## src/rtl/s2p_pkg.sv

```systemverilog
// Shared types and sizing helpers for the serial2parallel deserializer.
// With S2P_PARITY_EN defined, each frame carries one trailing even-parity bit.
package s2p_pkg;

    typedef enum logic [1:0] {
        IDLE  = 2'd0,
        SHIFT = 2'd1,
        DONE  = 2'd2
    } s2p_state_e;

`ifdef S2P_PARITY_EN
    localparam int PAR_BITS = 1;
`else
    localparam int PAR_BITS = 0;
`endif

    // Counter must hold 0..frame length so the last bit can be recognised.
    function automatic int s2p_cnt_w(input int width);
        return $clog2(width + PAR_BITS + 1);
    endfunction

endpackage

```

## src/rtl/s2p_out_reg.sv

```systemverilog
// Holding register for assembled words: valid/ready handshake and overrun detect.
module s2p_out_reg #(
    parameter int WIDTH = 4
) (
    input  logic             clk,
    input  logic             rst,
    input  logic             load,
    input  logic [WIDTH-1:0] din,
    input  logic             q_rdy,
    output logic [WIDTH-1:0] q,
    output logic             q_vld,
    output logic             drop
);

    logic take;

    // A slot frees up in the same cycle the consumer accepts, allowing back-to-back loads.
    assign take = load && (!q_vld || q_rdy);
    assign drop = load && q_vld && !q_rdy;

    always_ff @(posedge clk or posedge rst) begin
        if (rst) begin
            q     <= '0;
            q_vld <= 1'b0;
        end else if (take) begin
            q     <= din;
            q_vld <= 1'b1;
        end else if (q_vld && q_rdy) begin
            q_vld <= 1'b0;
        end
    end

endmodule

```

## src/rtl/serial2parallel.sv

```systemverilog
// Serial-to-parallel deserializer: LSB-first bit collection, registered word output.
// Optional S2P_PARITY_EN adds a trailing even-parity bit per frame and a sticky perr flag.
module serial2parallel
    import s2p_pkg::*;
#(
    parameter int WIDTH = 4
) (
    input  logic             clk,
    input  logic             rst,
    input  logic             si,
    input  logic             si_vld,
    input  logic             clr,
    output logic [WIDTH-1:0] q,
    output logic             q_vld,
    input  logic             q_rdy,
    output logic             ovr,
`ifdef S2P_PARITY_EN
    output logic             perr,
`endif
    output logic             busy
);

    localparam int FRAME = WIDTH + PAR_BITS;
    localparam int CW    = s2p_cnt_w(WIDTH);
    localparam logic [CW-1:0] LAST = CW'(FRAME - 1);

    s2p_state_e       state, state_nxt;
    logic [CW-1:0]    cnt, cnt_nxt;
    logic [WIDTH-1:0] sh;
    logic             shift_en;
    logic             load;
    logic             drop;

    always_comb begin
        state_nxt = state;
        cnt_nxt   = cnt;
        shift_en  = 1'b0;
        if (clr) begin
            state_nxt = IDLE;
            cnt_nxt   = '0;
        end else begin
            case (state)
                IDLE: if (si_vld) begin
                    state_nxt = SHIFT;
                    cnt_nxt   = CW'(1);
                    shift_en  = 1'b1;
                end
                SHIFT: if (si_vld) begin
                    // Parity bit sits at position WIDTH and never enters sh.
                    shift_en = (cnt < CW'(WIDTH));
                    if (cnt == LAST) begin
                        state_nxt = DONE;
                        cnt_nxt   = '0;
                    end else begin
                        cnt_nxt = cnt + CW'(1);
                    end
                end
                DONE: begin
                    state_nxt = si_vld ? SHIFT : IDLE;
                    cnt_nxt   = si_vld ? CW'(1) : '0;
                    shift_en  = si_vld;
                end
                default: begin
                    state_nxt = IDLE;
                    cnt_nxt   = '0;
                end
            endcase
        end
    end

`ifdef S2P_PARITY_EN
    logic par_q;
    logic par_bad;

    assign par_bad = ^{par_q, sh};
    assign load    = (state == DONE) && !clr && !par_bad;

    always_ff @(posedge clk or posedge rst) begin
        if (rst) begin
            par_q <= 1'b0;
            perr  <= 1'b0;
        end else begin
            if (!clr && si_vld && state == SHIFT && cnt == CW'(WIDTH))
                par_q <= si;
            if (clr)
                perr <= 1'b0;
            else if (state == DONE && par_bad)
                perr <= 1'b1;
        end
    end
`else
    assign load = (state == DONE) && !clr;
`endif

    always_ff @(posedge clk or posedge rst) begin
        if (rst) begin
            state <= IDLE;
            cnt   <= '0;
            sh    <= '0;
            busy  <= 1'b0;
            ovr   <= 1'b0;
        end else begin
            state <= state_nxt;
            cnt   <= cnt_nxt;
            busy  <= (cnt_nxt != '0);
            if (clr)
                sh <= '0;
            else if (shift_en)
                sh <= {si, sh[WIDTH-1:1]};
            if (clr)
                ovr <= 1'b0;
            else if (drop)
                ovr <= 1'b1;
        end
    end

    // sh is sampled here before any shift on the same edge, so a bit arriving in DONE is kept.
    s2p_out_reg #(.WIDTH(WIDTH)) u_out (
        .clk   (clk),
        .rst   (rst),
        .load  (load),
        .din   (sh),
        .q_rdy (q_rdy),
        .q     (q),
        .q_vld (q_vld),
        .drop  (drop)
    );

endmodule

```

## config.mk

```make
export PLATFORM = sky130hd
export DESIGN_NAME = serial2parallel
export DESIGN_NICKNAME = d
export VERILOG_FILES = /design/src/rtl/s2p_pkg.sv /design/src/rtl/s2p_out_reg.sv /design/src/rtl/serial2parallel.sv
export SDC_FILE = /design/constraint.sdc
export NUM_CORES = 1
export LEC_CHECK = 0
export CAP_MARGIN = 0
export CELL_PAD_IN_SITES_DETAIL_PLACEMENT = 1
export CELL_PAD_IN_SITES_GLOBAL_PLACEMENT = 2
export CORE_MARGIN = 1.5
export CORE_UTILIZATION = 31
export CTS_BUF_LIST = sky130_fd_sc_hd__clkbuf_16
export DETAILED_ROUTE_END_ITERATION = 10
export GPL_TIMING_DRIVEN = 1
export PLACE_DENSITY_LB_ADDON = 0.08
export SLEW_MARGIN = 15
export SYNTH_ARGS = -nofsm -noshare
export SYNTH_HDL_FRONTEND = slang
export SYNTH_SLANG_ARGS = --single-unit
```

## constraint.sdc

```tcl
create_clock -name clk -period 1.8 [get_ports clk]
set_clock_uncertainty 0.15 [all_clocks]
set_input_delay 0.27 -clock clk [delete_from_list [all_inputs] [get_ports clk]]
set_output_delay 0.27 -clock clk [all_outputs]
set_load 0.005 [all_outputs]
```

==> flow_metrics.env, run 1 <==
export IMPL_numPortBuffers=12
export IMPL_cts_setup_buffers=0
export IMPL_internal_power_uw=693
export IMPL_fin_crit_sh=0.894
export IMPL_antenna_cells=0
export IMPL_ant_nets=0
export IMPL_drive_above_1_share=0.169
export IMPL_cts_buffer_depth=2
export IMPL_clock_power_share=0.493
export IMPL_die_h_um=51.1
export IMPL_status="complete, no violations"
export IMPL_start_kind="input pin"
export IMPL_num_vias=544
export IMPL_instances_no_fill=111
export IMPL_cts_tree="done"
export IMPL_synth_area_leaders="dfrtp_1, mux2_4, o21ai_0"
export IMPL_synth_seq_area_share=0.558
export IMPL_cts_root_buf="clkbuf_16"
export IMPL_end_kind="flop"
export IMPL_path_clk_slew_ps=50
export IMPL_p_sw_uw=171
export IMPL_grt_util_all_layers=0.140
export IMPL_grt_max_degree=17
export IMPL_syn_area_um2=717
export IMPL_place_inst=108
export IMPL_grt_pass1_vias=558
export IMPL_slew_headroom=0.715
export IMPL_rsz0062_at_grt="false"
export IMPL_antenna_found_initial=0
export IMPL_syn2layout_area_growth_pct=36.1
export IMPL_cts_sinks=16
export IMPL_tns_ps=0
export IMPL_power_total_uw=864
export IMPL_combPwrFrac=0.075
export IMPL_finalNetCount=92
export IMPL_rows=17
export IMPL_synth_top_area_cell="dfrtp_1"
export IMPL_synth_seq_cells=16
export IMPL_vias_per_cell=4.90
export IMPL_r2r_cells=3
export IMPL_coreArea_um2=2190
export IMPL_routabilityCongestion=0.706
export IMPL_cts_resized=0
export IMPL_worstPathMaxFanout=4
export IMPL_final_util=0.445
export IMPL_powerDensity_nw_per_um2=886
export IMPL_synth_fp_nets=72
export IMPL_clkLatencyLatePin_ps=240
export IMPL_sw_frac_of_total=0.198
export IMPL_ys_warn_count=0
export IMPL_cp_data_required_time_ps=1780
export IMPL_irDropWorstVdd_v=0.000444
export IMPL_hpwl_um=1100
export IMPL_worstPathArrival_ps=1590
export IMPL_clock_fmax_ghz=0.621
export IMPL_synth_avg_cell_area_um2=11.0
export IMPL_die_area_um2=2610
export IMPL_cts_hold_buf=0
export IMPL_setup_viol=0
export IMPL_slew_viol_final=0
export IMPL_drt_iter0_markers=1
export IMPL_synth_top_area_share=0.558
export IMPL_finalHoldViolCount=0
export IMPL_drc=0
export IMPL_overflow=0
export IMPL_initial_core_util=0.327
export IMPL_htreeDepth=1
export IMPL_wl_per_cell_um=13.7
export IMPL_firstDrtPassIters=2
export IMPL_worst_pin_slew_ps=424
export IMPL_leakagePower_nw=0.465
export IMPL_ios=13
export IMPL_hold_path_class="in -> async"
export IMPL_die_w_um=51.1
export IMPL_seq_power_share=0.432
export IMPL_grt_pass1_wl_um=2590
export IMPL_critPathKind="in -> reg"
export IMPL_routed_wirelength_um=1520
export IMPL_final_min_clock_period_ps=1610
export IMPL_numCtsBuffers=3
export IMPL_maxCapViolCount=0
export IMPL_ys_types=21
export IMPL_synthCells=65
[cell usage in the layout, fill, tap and decap left out, drive strengths merged]
cell           instances
or3b                   1
nand3                  4
clkbuf                 3
nor4                   1
a21oi                  6
o21ba                  1
nor2                   3
and3                   1
dfrtp                 16
inv                    5
buf                    5
o21ai                  8
o211ai                 2
nor2b                  2
and2b                  1
clkdlybuf4s50         12
mux2                   4
o21a                   1
nand2b                 4
ha                     1
a221o                  1
nand2                  1
[cells by family (layout without fill, tap and decap cells)]
| kind of cell | Yosys count | after routing | share of synthesized area |
|---|---|---|---|
| compound gates | 19 | 19 | 0.157 |
| fa+ha+maj | 1 | 1 | 0.0174 |
| buf+inv | 7 | 25 | 0.0384 |
| mux | 4 | 4 | 0.0838 |
| flops | 16 | 16 | 0.558 |
| simple gates | 18 | 18 | 0.145 |
[sequential cells by signal (all words and copies together), names as in the netlist]
signal,flops
busy,1
cnt,3
ovr,1
sh,4
state,2
u_out.q,4
u_out.q_vld,1
[Yosys cell counts]
cell / n
a21oi_1: 6
a221o_1: 1
and2b_1: 1
and3_1: 1
buf_2: 1
clkbuf_1: 1
dfrtp_1: 16
ha_1: 1
inv_1: 5
mux2_4: 4
nand2_1: 1
nand2b_1: 4
nand3_1: 4
nor2_1: 3
nor2b_1: 2
nor4_1: 1
o211ai_1: 2
o21a_1: 1
o21ai_0: 8
o21ba_2: 1
or3b_4: 1
[layout make-up]
class	count	area, um2
inverters	5	18.8
flip-flops and latches	16	400
repair buffers	17	158
multi-input cells	42	289
well taps	28	35.0
fillers	258	1210
clock buffers	3	75.1
[per-layer routing]
layer  part of all wire  track usage  routed length (um)  vias up
met5                  0            0                   0        -
met4              0.020       0.0946                  30        0
met3              0.035       0.0292                  53        4
met2               0.49        0.225                 747       10
met1               0.45        0.168                 689      269
li1                   -            -                   -      261
[final timing paths]
| path | startpoint | endpoint | slack [ps] |
|---|---|---|---|
| worst max-delay path | q_rdy | u_out.q[3] | 190 |
| worst min-delay path | rst | u_out.q[0] | 180 |
| worst max register to register | state[1] | u_out.q[3] | 200 |
| worst min register to register | sh[0] | u_out.q[0] | 360 |
| max in group asynchronous | rst | sh[3] | 1130 |
| min in group clk | sh[0] | u_out.q[0] | 360 |
[power by group through the flow]
| stage | Clock [mW] | Sequential [mW] | Combinational [mW] |
|---|---|---|---|
| after floorplan | 0 | 0.380 | 0.0305 |
| after global placement | 0 | 0.379 | 0.0643 |
| after detailed placement | 0 | 0.379 | 0.0660 |
| after CTS | 0.442 | 0.373 | 0.0666 |
| after global routing | 0.449 | 0.374 | 0.0725 |
| final | 0.426 | 0.373 | 0.0649 |
[stage by stage]
step                hold slack (ps)  area (um2)  setup slack [ps]
floorplan                      33.7         717               242
global placement                338         901             -56.4
detailed placement              349         901             -70.4
CTS                             193         976               179
global route                    223         976               130
finish                          182         976               191
[critical path, cell delays in order]
cell and delay (ps):
clkdlybuf4s50_1 450, nand2b_1 130, or3b_4 430, mux2_4 310
(Power assumes the default switching activity.)
==> inputs of run 2 (changes only) <==
==> constraint.sdc (replaced) <==
create_clock -name clk -period 1.8 [get_ports clk]
set_clock_uncertainty 0.15 [all_clocks]
set_input_delay 0.27 -clock clk [delete_from_list [all_inputs] [get_ports clk]]
set_output_delay 0.27 -clock clk [all_outputs]
set_load 0.01 [all_outputs]
==> results of run 2 <==
Same layout as run 1 (identical final DEF). Status: complete, no violations.
Main changes from that run: total power 0.864 mW -> 0.865 mW
==> inputs of run 3 (changes only) <==
--- a/config.mk
+++ b/config.mk
@@ -11,6 +11,7 @@
 export CORE_MARGIN = 1.5
 export CORE_UTILIZATION = 31
 export CTS_BUF_LIST = sky130_fd_sc_hd__clkbuf_16
+export CTS_CLUSTER_SIZE = 28
 export DETAILED_ROUTE_END_ITERATION = 10
 export GPL_TIMING_DRIVEN = 1
 export PLACE_DENSITY_LB_ADDON = 0.08
==> results of run 3 <==
Same layout as run 1 (identical final DEF). Status: complete, no violations.
Main changes from that run: total power 0.864 mW -> 0.865 mW
